`config.mk`:
```
export PLATFORM = sky130hd
export DESIGN_NAME = bitwise_serial_unit
export DESIGN_NICKNAME = d
export VERILOG_FILES = /design/src/rtl/bitwise_serial_unit_pkg.sv /design/src/rtl/bitwise_serial_unit_lane.sv /design/src/rtl/bitwise_serial_unit.sv
export SDC_FILE = /design/constraint.sdc
export NUM_CORES = 1
export LEC_CHECK = 0
export CAP_MARGIN = 30
export CORE_MARGIN = 2
export CORE_UTILIZATION = 45
export CTS_BUF_LIST = sky130_fd_sc_hd__clkbuf_16
export CTS_CLUSTER_SIZE = 30
export DETAILED_ROUTE_END_ITERATION = 8
export DONT_BUFFER_PORTS = 1
export GPL_ROUTABILITY_DRIVEN = 0
export SETUP_SLACK_MARGIN = 0.2
export SYNTH_ARGS = -nofsm -noshare
export SYNTH_HDL_FRONTEND = slang
export SYNTH_SLANG_ARGS = --single-unit
```
`constraint.sdc`:
```
create_clock -name clk -period 4.1 [get_ports clk]
set_input_delay 1.025 -clock clk [delete_from_list [all_inputs] [get_ports clk]]
set_output_delay 1.025 -clock clk [all_outputs]
set_load 0.03 [all_outputs]
```
`src/rtl/bitwise_serial_unit_pkg.sv`:
```
// Shared encodings for the bit-serial bitwise unit.
// Op codes and FSM state type.
package bitwise_serial_unit_pkg;

  localparam logic [2:0] OP_NOT  = 3'd0;
  localparam logic [2:0] OP_AND  = 3'd1;
  localparam logic [2:0] OP_OR   = 3'd2;
  localparam logic [2:0] OP_XOR  = 3'd3;
  localparam logic [2:0] OP_NAND = 3'd4;
  localparam logic [2:0] OP_NOR  = 3'd5;
  localparam logic [2:0] OP_XNOR = 3'd6;
  localparam logic [2:0] OP_PASS = 3'd7;

  typedef enum logic [1:0] {
    ST_IDLE = 2'd0,
    ST_BUSY = 2'd1,
    ST_DONE = 2'd2
  } state_t;

endpackage

```
`src/rtl/bitwise_serial_unit_lane.sv`:
```
// One LANE-wide slice of the bitwise operation.
// Purely combinational.
module bitwise_lane
  import bitwise_serial_unit_pkg::*;
#(
  parameter int LANE = 4
) (
  input  logic [LANE-1:0] a,
  input  logic [LANE-1:0] b,
  input  logic [2:0]      op,
  output logic [LANE-1:0] y
);

  always_comb begin
    y = a;
    unique case (op)
      OP_NOT:  y = ~a;
      OP_AND:  y = a & b;
      OP_OR:   y = a | b;
      OP_XOR:  y = a ^ b;
      OP_NAND: y = ~(a & b);
      OP_NOR:  y = ~(a | b);
      OP_XNOR: y = ~(a ^ b);
      OP_PASS: y = a;
      default: y = a;
    endcase
  end

endmodule

```
`src/rtl/bitwise_serial_unit.sv`:
```
// Bitwise op unit, LANE bits per cycle, LSB slice first.
// Valid/ready on both sides; one op in flight.
module bitwise_serial_unit
  import bitwise_serial_unit_pkg::*;
#(
  parameter int WIDTH = 16,
  parameter int LANE  = 4
) (
  input  logic             clk,
  input  logic             rst_n,
  input  logic             in_valid,
  output logic             in_ready,
  input  logic [WIDTH-1:0] in_a,
  input  logic [WIDTH-1:0] in_b,
  input  logic [2:0]       op,
  output logic             out_valid,
  input  logic             out_ready,
  output logic [WIDTH-1:0] out,
  output logic             busy
);

  localparam int NSLICE = WIDTH / LANE;
  localparam int CW = (NSLICE > 1) ? $clog2(NSLICE) : 1;
  localparam logic [CW-1:0] LAST = CW'(NSLICE - 1);

  if (WIDTH % LANE != 0) begin : g_bad_lane
    $error("WIDTH must be a multiple of LANE");
  end

  state_t           state;
  state_t           state_nx;
  logic [CW-1:0]    cnt;
  logic [WIDTH-1:0] a_q;
  logic [WIDTH-1:0] b_q;
  logic [WIDTH-1:0] res;
  logic [2:0]       op_q;
  logic [LANE-1:0]  sl_a;
  logic [LANE-1:0]  sl_b;
  logic [LANE-1:0]  sl_y;
  logic             last;
  int               idx;

  assign idx  = int'(cnt) * LANE;
  assign last = (cnt == LAST);
  assign sl_a = a_q[idx +: LANE];
  assign sl_b = b_q[idx +: LANE];

  bitwise_lane #(.LANE(LANE)) u_lane (
    .a  (sl_a),
    .b  (sl_b),
    .op (op_q),
    .y  (sl_y)
  );

  always_ff @(posedge clk or negedge rst_n) begin
    if (!rst_n) begin
      state <= ST_IDLE;
    end else begin
      state <= state_nx;
    end
  end

  always_comb begin
    state_nx = state;
    unique case (state)
      ST_IDLE: if (in_valid)  state_nx = ST_BUSY;
      ST_BUSY: if (last)      state_nx = ST_DONE;
      ST_DONE: if (out_ready) state_nx = ST_IDLE;
      default:                state_nx = ST_IDLE;
    endcase
  end

  // Operands are snapshotted so later input changes cannot leak in.
  always_ff @(posedge clk or negedge rst_n) begin
    if (!rst_n) begin
      cnt  <= '0;
      a_q  <= '0;
      b_q  <= '0;
      op_q <= '0;
      res  <= '0;
    end else begin
      unique case (state)
        ST_IDLE: begin
          if (in_valid) begin
            a_q  <= in_a;
            b_q  <= in_b;
            op_q <= op;
            cnt  <= '0;
          end
        end
        ST_BUSY: begin
          res[idx +: LANE] <= sl_y;
          cnt <= last ? '0 : cnt + CW'(1);
        end
        default: ;
      endcase
    end
  end

  assign in_ready  = (state == ST_IDLE);
  assign out_valid = (state == ST_DONE);
  assign busy      = (state != ST_IDLE);
  assign out       = res;

endmodule

```
==> reports/results.txt, run 1 <==
Fraction of the yosys area taken by sequential cells: 0.475. In the synthesized netlist, the number of instances is 232. Buffers inserted during clock tree synthesis total 5. For the pin with the worst max-slew slack, the measured transition is 730 ps. The placed instances occupy a cell area of 2900 um2. In this run the power density over the cells is 935 nW/um2.

On the final layout, the worst hold slack is 423 ps. The final hold violation count is 0. The worst setup path is captured at a flop. Setup slack closes at 1220 ps.

The overall track demand over capacity in global routing came out at 0.153. Synthesis produced a netlist with a net count of 285. After the flow finishes, the layout carries non-filler instances totaling 306. The share of the synthesized area in the top cell type is 0.475, and the number of top-level design ports is 58. The cell type with the highest aggregate area in the netlist was sky130_fd_sc_hd__dfrtp_1. For the final core area utilization, the log shows 0.492. In the final layout, the multi-input gates occupy 1370 um2. The floorplan step defined a die boundary enclosing 7090 um2. For this block, the initial DRC count from the detailed router was 85.

Entering global routing, the biggest net connects 56 pins. Once the clock tree was built, the setup fixing pass inserted 0 buffers. The final-report max-slew violation count is 0, and the worst-skew pair later-pin latency is 290 ps. In this run the tool buffered the top-level ports with 0 buffer cells.

The run gives 29 as the number of cell rows. The tools report the first-pass GRT wire length as 8470 um. Nature of the critical path startpoint: a flop. The critical path goes through mux4_1 > inv_1 > ha_1 > a21boi_0 > a221o_1 > a32o_1 > o21ai_0.

The class of the most critical setup path is flop to flop. VDD sags by at most 0.336 mV. The H-tree level count was 2; the number of antenna violations at the first check in global routing was 0. In this run the vertical extent of the chip is 84.2 um. The clock drives 55 sinks. The area of the mapped netlist came out at 2900 um2.

Counting distinct cell types in the post-synthesis netlist gives 39. Relative slew slack: 0.513. The number of fill cells came out at 575. Sequential cell area: 1380 um2. For this run, the post-layout net count is 281. HPWL reported at the end of detailed placement: 3590 um.

Ranked by total cell area, the synthesized netlist is headed by sky130_fd_sc_hd__dfrtp_1 48%, sky130_fd_sc_hd__mux2_2 14%, sky130_fd_sc_hd__ha_1 6.1%, sky130_fd_sc_hd__mux4_2 3.9%, sky130_fd_sc_hd__nand2_1 3.5%. The slowest stage of the critical path is the sky130_fd_sc_hd__dfrtp_1 cell. Data on the critical path arrives at its endpoint at 3100 ps. The overflow left after global routing was 0. For the finished layout, the period the worst path requires is 2880 ps. Share of the cycle needed by the critical path after routing: 0.703.

OpenSTA, run right after detailed placement, puts the worst setup slack at 1200 ps. The number of cells on the worst reg-to-reg path is 7. The clock slew at the register clock pins of the worst setup and hold paths works out to 70 ps. Setup repair after global routing left no endpoint under its margin.

The core region area was 6280 um2. Across the run, the number of max-cap violations was 0. For the final database, setup skew stands at 10.1 ps.

Dividing the detail-routed wire length by the instance count gives 16.5 um. For this design, the CTS-stage hold fixing added 0 buffers. The synthesized area divided by synthesized cell count is 12.5 um2.

The number of design rule violations left after detail routing came out at 0. The tree is rooted in a sky130_fd_sc_hd__clkbuf_16. The run finished with clean final reports. The final layout contains routed wiring with a total length of 5060 um. For the number of buffers between clock root and the deepest sink, the log shows 2. The library cell used most frequently in the layout, excluding fill and tap cells, is sky130_fd_sc_hd__dfrtp_1.

The setup total negative slack was 0 ps; the die span in x was 84.2 um. The largest stage delay on the critical path works out to 820 ps. Summed over all cells, the static leakage comes to 1.34 nW. The library cells used most frequently in the layout, excluding fill and tap cells, are 55 x sky130_fd_sc_hd__dfrtp_1, 37 x sky130_fd_sc_hd__mux2_2, 27 x sky130_fd_sc_hd__nand2_1. Count of nets left with antenna violations after detail routing: 0. The routed layout has 1,717 vias. Instance count after placement with tap cells included: 298. The area growth from synthesis to layout is 6.70%. Summing internal, switching and leakage power gives 2.89 mW. TritonCTS built the clock tree. Data required time at the worst endpoint: 4320 ps. The path class of the tightest hold or removal check is input port to async pin. The final standard cell area without fillers is 3090 um2, and the flop and latch count out of synthesis is 55. 0 antenna diodes ended up in the layout. The number of global-route vias before repair was 1,718. In this run, post-CTS repair resized a total of 0 instances.

In this run the worst path has a maximum fanout of 16. The run gives 0.461 as the effective utilization at floorplan. The number of warning messages in the yosys log is 0, and the number of vias per cell is 5.61.

Setup violations remaining at the end of the flow were counted as 0. The share of layout cells above drive strength 1 is 0.275. The first detailed-routing pass ran for 4 iterations. The maximum frequency from static timing analysis came out at 347 MHz.
[cells by family after synthesis]
family          after synthesis  synth area share
simple gates                 58             0.111
mux                          46             0.213
fa+ha+maj                    14            0.0605
buf+inv                      25            0.0523
flops                        55             0.475
compound gates               34            0.0869
[layout make-up]
class,count,share of cell area
multi-input cells,152,0.443
flip-flops and latches,55,0.446
repair buffers,1,0.00243
inverters,13,0.0158
well taps,77,0.0312
clock inverters,3,0.0219
clock buffers,5,0.0405
[critical path, delay by kind of cell, from the launching register on]
kind	cells	cell delay [ps]
adders and majority gates	1	180
muxes	1	750
buffers and inverters	1	90
DFF	1	820
AOI/OAI and AO/OA	4	970
[power breakdown]
part / leakage (nW) / switching (mW) / internal, mW / total, mW
Combinational: 0.564 / 0.592 / 0.667 / 1.26
Sequential: 0.682 / 0.312 / 0.777 / 1.09
Clock: 0.0900 / 0.190 / 0.350 / 0.540
[registers in the layout, summed over array words and instances (netlist names)]
register,flops
b_q,16
cnt,2
out,16
state,2
op_q,3
a_q,16
[synth_stat cells (all sizes together)]
master       number
a21boi            2
a21oi             2
a221o             2
a221oi            2
a22o              2
a32o              2
and2              4
and2b             1
and3              1
and3b             1
buf               9
clkbuf            2
dfrtp            55
dlygate4sd1       1
ha               14
inv              13
mux2             37
mux2i             1
mux4              8
nand2            28
nand3b            2
nand4             2
nand4b            5
nor2              3
nor2b             4
nor3              3
o211ai            2
o21ai            17
o21bai            1
o31ai             2
or2               3
or4b              1
[routing by layer]
metal,global-route usage,vias up,part of all wire
met3,0.0570,6,0.071
met2,0.244,42,0.45
met5,0,-,0
met4,0.0528,0,0.014
li1,-,821,-
met1,0.192,848,0.46
[final timing paths]
kind / start / endpoint / slack [ps]
min in group clk: a_q[13]$_DFFE_PN0P_ / a_q[13]$_DFFE_PN0P_ / 500
worst max register to register: cnt[0]$_DFFE_PN0P_ / out[10]$_DFFE_PN0P_ / 1220
worst max-delay path: cnt[0]$_DFFE_PN0P_ / out[10]$_DFFE_PN0P_ / 1220
max in group asynchronous: rst_n / op_q[1]$_DFFE_PN0P_ / 3580
worst min register to register: a_q[13]$_DFFE_PN0P_ / a_q[13]$_DFFE_PN0P_ / 500
worst min-delay path: rst_n / out[7]$_DFFE_PN0P_ / 420
Power figures use the tool's default switching activity.
==> run 2: changes to the inputs <==
Clock period 4.1 ns to 2.75 ns, I/O delays scaled along.
==> run 2 against run 1 <==
Combinational power up 56%. Sequential power increased by 48%. Clock skew down 2.6 ps. Flip-flop and latch count unchanged. Sequential share of layout area increased by 0.23 points. Critical path depth did not move. Global-route usage up 0.96 points. Critical path type unchanged.
==> reports/results.txt, run 2 (same netlist as run 1, synthesis figures left out) <==
The die span in x is 84.2 um (unchanged), and the number of design rule violations left after detail routing is 0 (unchanged). The tools report the leakage dissipation as 1.33 nW (-0.14%). The actual slew at the worst max-slew pin works out to 636 ps (-93.9 ps).

The number of antenna violations at the first check in global routing was 0 (unchanged); the highest net fanout along the worst path was 9 (-7). The post-layout net count was 284 (+1.1%); the layout-stage area growth over the synthesis result was 6.35%. The cell at the root of the clock tree is sky130_fd_sc_hd__clkbuf_16. The tools report the number of cell rows as 29 (unchanged). The largest stage delay on the critical path was 650 ps (-170 ps); the post-CTS setup buffer count was 0 (unchanged). For the setup-violating endpoint count in the final report, the log shows 0 (unchanged).

Setup repair after global routing could not meet its margin everywhere. The final-report max-slew violation count came out at 0 (unchanged). The area of combinational cells with multiple inputs was 1370 um2 (+0.27%). The H-tree level count was 2 (unchanged); the number of global-route vias before repair was 1,823 (+6.1%).

The iteration-0 DRC count of the detailed router was 124 (+46%). The logs give 6280 um2 (unchanged) for the core region area and 58 (unchanged) for the number of top-level design ports. The final hold violation count came out at 0 (unchanged).

Traced cell by cell, the critical path runs through buf_4 > mux4_1 > ha_1 > mux2_2 > o211ai_1 > o31ai_4 > o21ai_0. The kind of capture point of the worst setup path is a flop. The worst endpoint data arrival time was 2650 ps (-450 ps). TritonCTS built the clock tree.

Number of vias per cell: 5.67 (+1.1%). The overall track demand over capacity in global routing came out at 0.162 (+0.00965). The tools report the maximum number of pins on one net before global-route repair as 56 (unchanged).

Slowest library cell on the worst path: sky130_fd_sc_hd__mux4_1. The sequential cell area is 1380 um2 (+0.18%). The run gives 0 (unchanged) as the number of hold buffers added after CTS. The wire length per cell after detailed routing came out at 17.2 um (+4.3%).

Count of nets left with antenna violations after detail routing: 0 (unchanged). HPWL reported at the end of detailed placement: 3790 um (+5.6%). Reported max-cap violation count: 0 (unchanged). Class of the most critical setup path: flop to flop. The tools report the total routed wirelength as 5320 um (+5.3%). Leaving out fill and tap cells, the most frequent cell in the layout is sky130_fd_sc_hd__dfrtp_1.

The post-placement setup slack was 249 ps (-956 ps). Detailed-router iteration count before antenna repair: 4 (unchanged). The share of layout cells above drive strength 1 is 0.289 (+0.0137). The worst vdd rail ir drop is 0.558 mV (+66%), and the die extent in y is 84.2 um (unchanged).

The number of buffers between clock root and the deepest sink is 2 (unchanged), and the relative slew slack is 0.575 (+0.0618). The flow ran to the end, and the final reports show no timing, DRC or antenna violations. Die footprint: 7090 um2 (unchanged).

The data required time at the worst endpoint came out at 2950 ps (-1370 ps). The shortest period the worst path allows works out to 2440 ps (-440 ps). For the first-pass GRT wire length, the log shows 9080 um (+7.2%). STA classifies the critical path startpoint as a flop. The tools report the effective utilization at floorplan as 0.461 (unchanged).

The cell area power density is 1360 nW/um2 (+46%), and the number of inserted diodes is 0 (unchanged). The run gives 5 (unchanged) as the TritonCTS buffer count. Number of vias after detailed routing: 1,753 (+2.1%). The share of the cycle needed by the critical path after routing came out at 0.888 (+0.185). Number of fill cells: 585 (+1.7%). The worst-skew pair later-pin latency is 290 ps (about the same). The tools report the number of clock sinks seen by CTS as 55 (unchanged).

The type of the most critical hold path is input port to async pin. The post-route worst setup slack is 308 ps (-910 ps). Number of input and output port buffers inserted: 0 (unchanged). For the maximum frequency from static timing analysis, the log shows 409 MHz (+18%). The setup skew after layout came out at 7.44 ps (-2.62 ps). The overflow left after global routing was 0 (unchanged); the setup total negative slack was 0 ps (unchanged).

In the layout the commonest cells are 53 x sky130_fd_sc_hd__dfrtp_1, 37 x sky130_fd_sc_hd__mux2_2, 27 x sky130_fd_sc_hd__nand2_1. The clock slew at the register clock pins of the worst setup and hold paths is 70 ps (about the same).
[run 2: cell type report]
| cell class | count | share of cell area |
|---|---|---|
| Sequential cell | 55 | 0.448 |
| Clock buffer | 5 | 0.0406 |
| Tap cell | 77 | 0.0313 |
| Timing Repair Buffer | 4 | 0.0138 |
| Clock inverter | 3 | 0.00528 |
| Inverter | 13 | 0.0158 |
| Multi-Input combinational cell | 152 | 0.445 |
[run 2: layer usage]
metal	global-route usage	part of all wire	vias up
li1	-	-	829
met1	0.207	0.44	876
met2	0.254	0.47	44
met3	0.0659	0.080	4
met4	0.0528	0.013	0
met5	0	0	-
[run 2: stage by stage]
stage	hold slack (ps)	area [um2]	utilization	power [mW]	instances
2_1_floorplan	392	2900	-	3.23	232
3_3_place_gp	394	2930	0.467	3.54	301
3_5_place_dp	394	2930	0.467	3.62	301
4_1_cts	79.6	3070	0.490	4.24	309
5_1_grt	69.8	3080	0.491	4.53	309
6_report	81.1	3080	0.491	4.20	309
[run 2: worst max-delay path: cells and delay by family (launching register included)]
kind | cells | cell delay [ps]
DFF | 1 | 430
muxes | 2 | 920
adders and majority gates | 1 | 240
buffers and inverters | 1 | 190
AOI/OAI and AO/OA | 3 | 580
[run 2: repair_timing]
item / 4_1_cts / 5_1_grt
endpoints found under the setup margin: 0 / 12
gates resized for setup: 0 / 3
endpoints found under the hold margin: 0 / 0
[run 2: where the power goes]
group	switching [mW]	internal (mW)	total (mW)
registers	0.451	1.16	1.61
clock network	0.280	0.333	0.614
logic	0.932	1.04	1.97
[run 2: path summary, 6_finish.rpt]
kind	to	cells after the start	startpoint	slack, ps
max in group asynchronous	cnt[1]$_DFFE_PN0P_	0	rst_n	2570
worst min-delay path	out[4]$_DFFE_PN0P_	0	rst_n	80
worst max-delay path	out[9]$_DFFE_PN0P_	7	cnt[0]$_DFFE_PN0P_	310
min in group clk	state[0]$_DFFE_PN0P_	1	state[1]$_DFFE_PN0P_	500
worst min register to register	state[0]$_DFFE_PN0P_	1	state[1]$_DFFE_PN0P_	500
worst max register to register	out[9]$_DFFE_PN0P_	7	cnt[0]$_DFFE_PN0P_	310
==> run 3: changes to the inputs <==
Settings changed: REMOVE_ABC_BUFFERS set to 1.
==> run 3 against run 2 <==
Clock skew hardly changed. Clock power is 29% higher. Cell area is 1.6% higher. Routed wire length is 3.8% lower. Sequential power hardly changed. Count of clock-buffer cells in the layout stayed put. Maximum frequency is 3.7% higher. Worst hold slack better by 3.1 ps. Largest power group unchanged. Power is 4.3% higher. Critical path depth is 1 higher. Combinational power hardly changed. Register-to-register slack better by 90 ps.
==> reports/results.txt, run 3 (same netlist as run 1, synthesis figures left out) <==
The net switching power is 1.65 mW (-1.0%). The post-layout net count was 285 (+0.35%). The number of clock sinks seen by CTS was 55 (unchanged); the setup skew after layout was 7.08 ps (-0.362 ps). For the post-placement setup slack, the log shows 151 ps (-98.4 ps).

The core region area was 6280 um2 (unchanged). Nature of the critical path startpoint: a flop. The worst endpoint data arrival time was 2570 ps (-80 ps); the layout-stage area growth over the synthesis result was 8.08%. The number of buffers between clock root and the deepest sink was 2 (unchanged); the effective utilization at floorplan was 0.461 (unchanged). The relative slew slack was 0.580 (+0.00491). The iteration-0 DRC count of the detailed router is 83 (-33%), and the number of inserted diodes is 0 (unchanged). The tools report the worst vdd rail ir drop as 0.607 mV (+8.9%). The number of input and output port buffers inserted works out to 0 (unchanged). Walking the worst path, the cells encountered are buf_4 > mux4_2 > inv_1 > ha_1 > a21boi_0 > a221o_1 > a32o_2 > o21ai_1. The total routed wirelength is 5120 um (-3.8%), and the number of design rule violations left after detail routing is 0 (unchanged). The number of vias per cell was 5.60 (-1.3%). The logs give 0 (unchanged) for the overflow left after global routing and 0.181 (+0.035) for the proportion of power drawn by the clock network. The highest net fanout along the worst path works out to 4 (-5).

The setup-violating endpoint count in the final report was 0 (unchanged). The clock slew at the register clock pins of the worst setup and hold paths is 70 ps (about the same). The number of hold buffers added after CTS was 0 (unchanged); the final hold violation count was 0 (unchanged).

For the setup total negative slack, the log shows 0 ps (unchanged). The tools report the final-report max-slew violation count as 0 (unchanged). TritonCTS built the clock tree. The number of antenna violations at the first check in global routing came out at 0 (unchanged).

STA classifies the critical path endpoint as a flop. The run gives 5 (unchanged) as the TritonCTS buffer count. The die span in x is 84.2 um (unchanged), and the reported max-cap violation count is 0 (unchanged). The cell area power density came out at 1400 nW/um2 (+2.6%). In the layout the commonest cells are 54 x sky130_fd_sc_hd__dfrtp_1, 37 x sky130_fd_sc_hd__mux2_2, 27 x sky130_fd_sc_hd__nand2_1. Clock tree synthesis selected as its root buffer the cell sky130_fd_sc_hd__clkbuf_16. The share of layout cells above drive strength 1 was 0.300 (+0.0116); the total internal power was 2.73 mW (+7.7%). The path class of the tightest hold or removal check is input port to async pin.

The switching share of total power came out at 0.376 (-0.0200). The wire length per cell after detailed routing is 16.5 um (-4.1%). Largest stage delay on the critical path: 550 ps (-100 ps). Setup repair after global routing left no endpoint under its margin. The number of cell rows is 29 (unchanged). The run gives 425 MHz (+3.7%) as the maximum frequency from static timing analysis. The actual slew at the worst max-slew pin was 629 ps (-7.35 ps); the worst hold margin was 84.2 ps (+3.10 ps). The logs give 1.36 nW (+1.7%) for the leakage dissipation and 58 (unchanged) for the number of top-level design ports. Leaving out fill and tap cells, the most frequent cell in the layout is sky130_fd_sc_hd__dfrtp_1. The flow ran to the end, and the final reports show no timing, DRC or antenna violations. The number of vias after detailed routing was 1,736 (-0.97%); the overall track demand over capacity in global routing was 0.158 (-0.00417). For this design, the slowest cell found on the critical path is sky130_fd_sc_hd__mux4_2.

The shortest period the worst path allows is 2350 ps (-87.7 ps), and the HPWL reported at the end of detailed placement is 3700 um (-2.5%). The post-route worst setup slack is 395 ps (+87.7 ps), and the H-tree level count is 2 (unchanged). The maximum number of pins on one net before global-route repair is 56 (unchanged), and the first-pass GRT wire length is 9020 um (-0.68%). Die extent in y: 84.2 um (unchanged). For the detailed-router iteration count before antenna repair, the log shows 4 (unchanged). The data required time at the worst endpoint was 2970 ps (+20 ps). The class of the most critical setup path was flop to flop. Share of the cycle needed by the critical path after routing: 0.856 (-0.0319).

The proportion of power drawn by flip-flops and latches came out at 0.363 (-0.021). The worst-skew pair later-pin latency is 290 ps (about the same). The logs give 7090 um2 (unchanged) for the die footprint and 0 (unchanged) for the count of nets left with antenna violations after detail routing.

The number of global-route vias before repair is 1,813 (-0.55%). For the combinational share of power, the log shows 0.455 (-0.014).
run 3: final cells by class:
| cell class | count | area, um2 |
|---|---|---|
| Timing Repair Buffer | 5 | 53.8 |
| Clock buffer | 5 | 125 |
| Multi-Input combinational cell | 152 | 1360 |
| Fill cell | 557 | 3150 |
| Sequential cell | 55 | 1380 |
| Tap cell | 77 | 96.3 |
| Clock inverter | 3 | 63.8 |
| Inverter | 13 | 48.8 |
run 3: what timing repair did:
action	in CTS	in global routing
pin swaps	0	2
gates resized for setup	1	4
endpoints found under the setup margin	8	12
setup buffers	0	1
run 3: stage by stage:
| step | util | cells | cell area, um2 | power, mW |
|---|---|---|---|---|
| after CTS | 0.497 | 309 | 3120 | 4.40 |
| after global placement | 0.467 | 301 | 2930 | 3.55 |
| after global routing | 0.499 | 310 | 3130 | 4.72 |
| after floorplan | - | 220 | 2790 | 3.11 |
| final | 0.499 | 310 | 3130 | 4.38 |
| after detailed placement | 0.467 | 301 | 2930 | 3.58 |
run 3: per-layer routing:
layer | GRT usage | part of all wire
met5 | 0 | 0
met4 | 0.0484 | 0.013
met3 | 0.0442 | 0.048
met2 | 0.253 | 0.47
met1 | 0.211 | 0.47
run 3: worst paths after layout:
path                                       from              endpoint  slack, ps  cells after the start
hold / removal                            rst_n    b_q[2]$_DFFE_PN0P_         80                      0
setup reg to reg             cnt[0]$_DFFE_PN0P_    out[3]$_DFFE_PN0P_        400                      8
hold reg to reg            state[1]$_DFFE_PN0P_  state[0]$_DFFE_PN0P_        500                      1
min in group clk           state[1]$_DFFE_PN0P_  state[0]$_DFFE_PN0P_        500                      1
max in group asynchronous                 rst_n   a_q[12]$_DFFE_PN0P_       2570                      0
setup / recovery             cnt[0]$_DFFE_PN0P_    out[3]$_DFFE_PN0P_        400                      8
run 3: power by group through the flow:
stage	Clock (mW)	Sequential, mW	Combinational (mW)
global placement	0	1.61	1.94
CTS	0.815	1.60	1.99
detailed placement	0	1.61	1.97
global route	0.847	1.65	2.22
finish	0.793	1.59	1.99
floorplan	0	1.53	1.59
run 3: critical path: cells and delay by family, from the launching register on:
family | cells | cell delay (ps)
buffers and inverters | 2 | 220
AOI/OAI and AO/OA | 4 | 910
muxes | 1 | 550
DFF | 1 | 410
adders and majority gates | 1 | 180
